<file path="src/rtl/mult_accum.sv">
// Signed dot-product accumulator behind a Booth multiplier stage: sums 8-bit product terms into an ACC_W result.
// Optional MULT_ACCUM_SAT_EN clamps the sum on overflow; without it the sum wraps modulo 2^ACC_W.
module mult_accum #(
    parameter int ACC_W = 12
) (
    input  logic             clk,
    input  logic             rst,
    input  logic             p_valid,
    input  logic [7:0]       p_data,
    input  logic             p_last,
    output logic             p_ready,
    output logic             acc_valid,
    input  logic             acc_ready,
    output logic [ACC_W-1:0] acc_data,
    output logic [7:0]       acc_cnt,
    output logic             acc_ovf
);

    typedef enum logic [1:0] {IDLE, ACCUM, HOLD} state_t;

    state_t           r_state;
    logic [ACC_W-1:0] r_sum;
    logic [7:0]       r_cnt;
    logic             r_ovf;

    logic             w_accept;
    logic             w_fresh;
    logic [ACC_W-1:0] w_base;
    logic [7:0]       w_base_cnt;
    logic             w_base_ovf;
    logic [ACC_W:0]   w_ext;
    logic             w_ovf;
    logic [ACC_W-1:0] w_sum_nxt;
    logic [7:0]       w_cnt_nxt;

    assign p_ready  = (r_state != HOLD) || acc_ready;
    assign w_accept = p_valid && p_ready;
    // Any term accepted outside ACCUM opens a new vector from zero, including the back-to-back HOLD case.
    assign w_fresh  = (r_state != ACCUM);

    always_comb begin
        w_base     = w_fresh ? '0 : r_sum;
        w_base_cnt = w_fresh ? 8'd0 : r_cnt;
        w_base_ovf = w_fresh ? 1'b0 : r_ovf;
        w_ext      = {w_base[ACC_W-1], w_base} + {{(ACC_W-7){p_data[7]}}, p_data};
        w_ovf      = w_ext[ACC_W] ^ w_ext[ACC_W-1];
        w_cnt_nxt  = (w_base_cnt == 8'd255) ? 8'd255 : w_base_cnt + 8'd1;
`ifdef MULT_ACCUM_SAT_EN
        // The extra top bit carries the true sign, which picks the clamp rail.
        if (!w_ovf)
            w_sum_nxt = w_ext[ACC_W-1:0];
        else if (w_ext[ACC_W])
            w_sum_nxt = {1'b1, {(ACC_W-1){1'b0}}};
        else
            w_sum_nxt = {1'b0, {(ACC_W-1){1'b1}}};
`else
        w_sum_nxt = w_ext[ACC_W-1:0];
`endif
    end

    always_ff @(posedge clk) begin
        if (rst) begin
            r_state <= IDLE;
            r_sum   <= '0;
            r_cnt   <= 8'd0;
            r_ovf   <= 1'b0;
        end else if (w_accept) begin
            r_sum   <= w_sum_nxt;
            r_cnt   <= w_cnt_nxt;
            r_ovf   <= w_base_ovf | w_ovf;
            r_state <= p_last ? HOLD : ACCUM;
        end else if (r_state == HOLD && acc_ready) begin
            r_state <= IDLE;
        end
    end

    assign acc_valid = (r_state == HOLD);
    assign acc_data  = r_sum;
    assign acc_cnt   = r_cnt;
    assign acc_ovf   = r_ovf;

endmodule

</file>
<file path="config.mk">
export PLATFORM = sky130hd
export DESIGN_NAME = mult_accum
export DESIGN_NICKNAME = d
export VERILOG_FILES = /design/src/rtl/mult_accum.sv
export SDC_FILE = /design/constraint.sdc
export NUM_CORES = 1
export LEC_CHECK = 0
export BUFFER_PORTS_ARGS = -buffer_cell sky130_fd_sc_hd__buf_2
export CORE_ASPECT_RATIO = 0.75
export CORE_MARGIN = 2
export CORE_UTILIZATION = 35
export CTS_CLUSTER_DIAMETER = 120
export DETAILED_ROUTE_END_ITERATION = 7
export GPL_ROUTABILITY_DRIVEN = 1
export SLEW_MARGIN = 20
export SYNTH_ARGS = -nofsm -noshare
export SYNTH_HDL_FRONTEND = slang
export SYNTH_SLANG_ARGS = --single-unit
</file>
<file path="constraint.sdc">
create_clock -name clk -period 5.4 [get_ports clk]
set_clock_uncertainty 0.05 [all_clocks]
set_input_delay 0 -clock clk [delete_from_list [all_inputs] [get_ports clk]]
set_output_delay 0 -clock clk [all_outputs]
set_load 0.05 [all_outputs]
</file>
==> out/metrics.yaml, run 1 <==
layout:
  layout_commonest_cell: "buf_2"
  fin_nets: 264
  stdcell_area_um2: 1926
  syn2layout_area_growth_pct: 15.80
  n_fill_cell: 476
  drive_above_1_share_pct: 21.19
  finalNonFillerCells: 293
  mostFrequentLayoutCells: "buf_2, nand2_1, dfxtp_1"
  antenna_cells: 0
worst_setup_path:
  crit_type: "flip-flop to flip-flop"
  cp.required_ps: 5550
  cp.arrival_ps: 3000
  reg2regPathDepth: 8
  crit_path_end_kind: "flip-flop"
  cp_max_fo: 17
  start_kind: "flip-flop"
power_and_ir_drop:
  ir_drop_mv: 0.1535
  power_frac_seq_pct: 44.3
  p_leak_uw: 0.0008633
  p_per_area_nw_per_um2: 219.7
  switchingPower_uw: 155.4
  comb_power_share_pct: 27.9
  power_uw: 423.1
  p_sw_share_pct: 36.74
  p_clk_share_pct: 27.8
  p_int_uw: 267.6
drt:
  wl_per_cell_um: 13.80
  drc: 0
  avgViaCountPerCell: 5.491
  drt-initial-drc-count: 70
  firstDrtPassIters: 4
  vias: 1609
  totalWireLength_um: 4042
  detail-route-antenna-nets: 0
placed_design:
  io_buffers: 35
  place_congestion: 0.7995
  hpwl_um: 2912
  dpl_cell_area_um2: 1854
  dp.cells: 287
yosys:
  synthFlopType: "dfxtp_1"
  ys_warn_count: 0
  syn_area_um2: 1663
  yosysTopAreaCell: "dfxtp_1"
  synth_cell_type_count: 53
  synth.net_count: 230
  ys_top_cells_by_area: "dfxtp_1, ha_1, a21oi_1, nand2_1, and2_1"
  async_flop_share_pct: 0
  synth_edf_count: 0
  netlist.area_leader.share_pct: 27.69
  avgSynthCellArea_um2: 8.191
  ys_ff_latch: 23
  synthCells: 203
  yosysSeqAreaShare_pct: 27.69
clock_network:
  clk_pin_slew_ps: 100
  cts-resized-gates: 0
  htreeDepth: 1
  cts_buffer_depth: 2
  cts_tree: "done"
  cts_hold_buf: 2
  post_cts_buffers: 0
  cts_sinks: 23
  clkLatencyLatePin_ps: 280
  cts_buffers: 3
  cts_root_buf: "clkbuf_8"
global_route:
  grt_start_max_net_pins: 21
  grt_pass1_wl_um: 6886
  grt.overflow.total: 0
  grt_usage_pct: 15.89
  grt_pass1_vias: 1446
  antenna_found_initial: 0
die:
  dieWidth_um: 83.59
  die_h_um: 63.70
  start_util_pct: 36.79
  boundaryPins: 36
  num_rows: 21
  core_area_um2: 4519
  dieArea_um2: 5324
sta:
  setup-violations-final: 0
  clock.fmax_mhz: 350.3
  max-slew-margin-rel_pct: 57.11
  period_needed_ps: 2855
  finalCritPeriodShare_pct: 52.87
  final.setup.tns_ps: 0
  maxSlewViolCount: 0
  rsz0062_at_grt: "no"
  worst_pin_slew_ps: 640.4
  holdWs_ps: 45.81
  finalHoldViolations: 0
status:
  status: "finished clean"
flow_run:
  drv_cap: 0
worst_hold_path:
  hold_class: "input port to flip-flop"
  whs_path_depth: 4
## stage by stage
step	setup WS [ps]	utilization [%]
after CTS	2285	42.55
after floorplan	2893	-
after global placement	2435	41.03
final	2545	42.61
after detailed placement	2330	41.03
after global routing	2261	42.61
## logic make-up after synthesis
| family | after synthesis | synth area share [%] |
|---|---|---|
| simple gates | 77 | 24.61 |
| buf+inv | 13 | 4.439 |
| fa+ha+maj | 14 | 10.99 |
| compound gates | 68 | 27.84 |
| flops | 23 | 27.69 |
| xor+xnor | 6 | 3.160 |
| mux | 2 | 1.279 |
## critical path: stages, from the launching register on
cell and delay, ps:
dfxtp_1 420, nor2b_2 590, and2_1 220, ha_1 280
a211oi_1 390, nor3_1 160, o21bai_1 170, mux2_2 340
o22ai_1 140
## sequential cells by signal, summed over array words and instances (netlist names)
name / cells
acc_data: 12
acc_ovf: 1
acc_cnt: 8
r_state: 2
## final cells by class
class | count | area, µm² | area share [%]
repair buffers | 37 | 195.2 | 10.14
well taps | 57 | 71.32 | 3.704
clock inverters | 1 | 7.507 | 0.3899
inverters | 5 | 18.77 | 0.9747
clock buffers | 3 | 41.29 | 2.144
flip-flops and latches | 23 | 460.4 | 23.91
multi-input cells | 167 | 1131 | 58.74
## power groups by stage
stage	registers, µW	logic, µW	clock network [µW]
final	187	118	117
after global placement	191	116	0
after CTS	187	118	121
after detailed placement	191	116	0
after global routing	189	129	132
after floorplan	221	60.9	0
## synth_stat cells (2+ instances only)
library cell	count
a211o_1	2
a211oi_1	4
a211oi_2	2
a21o_1	5
a21oi_1	19
a22oi_1	2
a311oi_1	2
a31oi_1	2
and2_1	13
buf_2	2
clkbuf_1	3
dfxtp_1	23
ha_1	13
inv_1	5
nand2_1	23
nand2b_1	2
nand3_1	8
nand4_1	3
nor2_1	13
nor2b_1	3
nor3_1	2
o211ai_1	3
o21ai_0	14
o21bai_1	2
xnor2_1	2
xor2_1	4
## final timing paths
check | startpoint | slack (ps) | to
worst max-delay path | r_state[0]$_SDFFE_PP0P_ | 2540 | acc_data[10]$_SDFFE_PP0P_
worst min-delay path | acc_ready | 50 | r_state[1]$_SDFFE_PP0P_
worst max register to register | r_state[0]$_SDFFE_PP0P_ | 2540 | acc_data[10]$_SDFFE_PP0P_
worst min register to register | acc_data[5]$_SDFFE_PP0P_ | 420 | acc_data[5]$_SDFFE_PP0P_
## per-layer routing
metal | vias up | track usage, % | routed length (µm)
met2 | 43 | 23.60 | 1691
met4 | 0 | 3.629 | 31
li1 | 816 | - | -
met1 | 746 | 23.24 | 2117
met3 | 4 | 3.670 | 202
met5 | - | 0 | 0
Power figures use the tool's default switching activity.
==> inputs of run 2 (changes only) <==
==> constraint.sdc (replaced) <==
create_clock -name clk -period 2.6 [get_ports clk]
set_clock_uncertainty 0.05 [all_clocks]
set_input_delay 0 -clock clk [delete_from_list [all_inputs] [get_ports clk]]
set_output_delay 0 -clock clk [all_outputs]
set_load 0.05 [all_outputs]
==> out/metrics.yaml, run 2 (synthesized netlist as in run 1, its figures left out) <==
global_route:
  grt.busiest_layer: "met2"
  grt.overflow.total: 0
  grt_usage_pct: 16.01
  met2_usage_pct: 25.00
  use_met3_pct: 4.063
  grt_pass1_wl_um: 7044
  grt_pass1_vias: 1485
  grt_start_max_net_pins: 21
  antenna_found_initial: 0
  gr-usage-met1_pct: 22.72
sta:
  finalCritPeriodShare_pct: 94.31
  finalHoldViolations: 0
  period_needed_ps: 2452
  fin_ws_ps: 147.9
  max-slew-margin-rel_pct: 69.81
  holdWs_ps: 2.392
  setup-violations-final: 0
  maxSlewViolCount: 0
  clock.fmax_mhz: 407.8
  rsz0062_at_grt: "no"
  final.setup.tns_ps: 0
  worst_pin_slew_ps: 451.5
power_and_ir_drop:
  comb_power_share_pct: 28.6
  p_sw_share_pct: 36.84
  p_clk_share_pct: 27.8
  switchingPower_uw: 328.0
  ir_drop_mv: 0.2368
  power_frac_seq_pct: 43.5
  p_per_area_nw_per_um2: 451.3
  power_uw: 890.4
  p_leak_uw: 0.0008914
  p_int_uw: 562.4
worst_setup_path:
  r2r_slack_ps: 150
  crit_path_end_kind: "flip-flop"
  crit_type: "flip-flop to flip-flop"
  cp.arrival_ps: 2610
  cp.required_ps: 2760
  start_kind: "flip-flop"
  cp_max_fo: 4
clock_network:
  clk_pin_slew_ps: 100
  cts_tree: "done"
  cts_buffer_depth: 2
  clkLatencyLatePin_ps: 280
  post_cts_buffers: 0
  cts_root_buf: "clkbuf_8"
  cts_sinks: 23
  cts_buffers: 3
  htreeDepth: 1
drt:
  drt-initial-drc-count: 89
  vias: 1598
  detail-route-antenna-nets: 0
  drc: 0
  wl_per_cell_um: 13.82
  totalWireLength_um: 4118
  avgViaCountPerCell: 5.362
  firstDrtPassIters: 4
layout:
  antenna_cells: 0
  drive_above_1_share_pct: 24.07
  mostFrequentLayoutCells: "buf_2, nand2_1, dfxtp_1"
  layout_commonest_cell: "buf_2"
  n_fill_cell: 469
  fin_nets: 269
  syn2layout_area_growth_pct: 18.66
  largest_reg_flops: 12
flow_run:
  drv_cap: 0
placed_design:
  io_buffers: 35
  hpwl_um: 2957
  place_ws_ps: 70.02
  place_congestion: 0.8197
worst_hold_path:
  hold_class: "input port to flip-flop"
die:
  die_h_um: 63.70
  dieArea_um2: 5324
  boundaryPins: 36
  dieWidth_um: 83.59
  start_util_pct: 36.79
  core_area_um2: 4519
  num_rows: 21
status:
  status: "finished clean"
run 2: final cells by class:
cell class | count | area (µm²) | area share, %
Sequential cell | 23 | 460.4 | 23.34
Tap cell | 57 | 71.32 | 3.614
Clock inverter | 1 | 7.507 | 0.3805
Clock buffer | 3 | 41.29 | 2.093
Multi-Input combinational cell | 167 | 1144 | 57.96
Inverter | 5 | 18.77 | 0.9512
Timing Repair Buffer | 42 | 230.2 | 11.67
run 2: worst max-delay path, stage by stage (launching register included):
cell and delay, ps:
dfxtp_1 320, nor2b_1 150, and2_1 160, ha_1 210, fa_1 410, a211oi_2 310, nor3_2 110, o21bai_1 180
mux2_2 340, o22ai_1 140
run 2: power groups by stage:
| stage | clock network (µW) | registers, µW | logic [µW] |
|---|---|---|---|
| finish | 248 | 387 | 255 |
| global route | 273 | 391 | 278 |
| CTS | 258 | 388 | 254 |
| detailed placement | 0 | 396 | 252 |
| global placement | 0 | 396 | 251 |
| floorplan | 0 | 458 | 127 |
run 2: metrics by stage:
stage	utilization, %	instance area (µm²)	cells
floorplan	-	1663	203
global placement	42.03	1899	293
detailed placement	42.03	1899	293
CTS	43.33	1958	298
global route	43.66	1973	298
finish	43.66	1973	298
run 2: layer usage:
layer  vias to the layer above  share of wire (%)
met4                         0               0.41
met1                       741                 52
li1                        821                  -
met5                         -                  0
met2                        32                 42
met3                         4                5.0
run 2: final timing paths:
path | cells after the start | to | startpoint
worst max-delay path | 9 | acc_data[10]$_SDFFE_PP0P_ | r_state[0]$_SDFFE_PP0P_
worst max register to register | 9 | acc_data[10]$_SDFFE_PP0P_ | r_state[0]$_SDFFE_PP0P_
worst min register to register | 2 | acc_data[3]$_SDFFE_PP0P_ | acc_data[3]$_SDFFE_PP0P_
worst min-delay path | 3 | r_state[1]$_SDFFE_PP0P_ | p_valid
run 2: repair_timing:
| action | in CTS | in global routing |
|---|---|---|
| hold endpoints to repair | 2 | 0 |
| endpoints found under the setup margin | 0 | 2 |
| resized for setup | 0 | 4 |
| hold buffers | 1 | 0 |
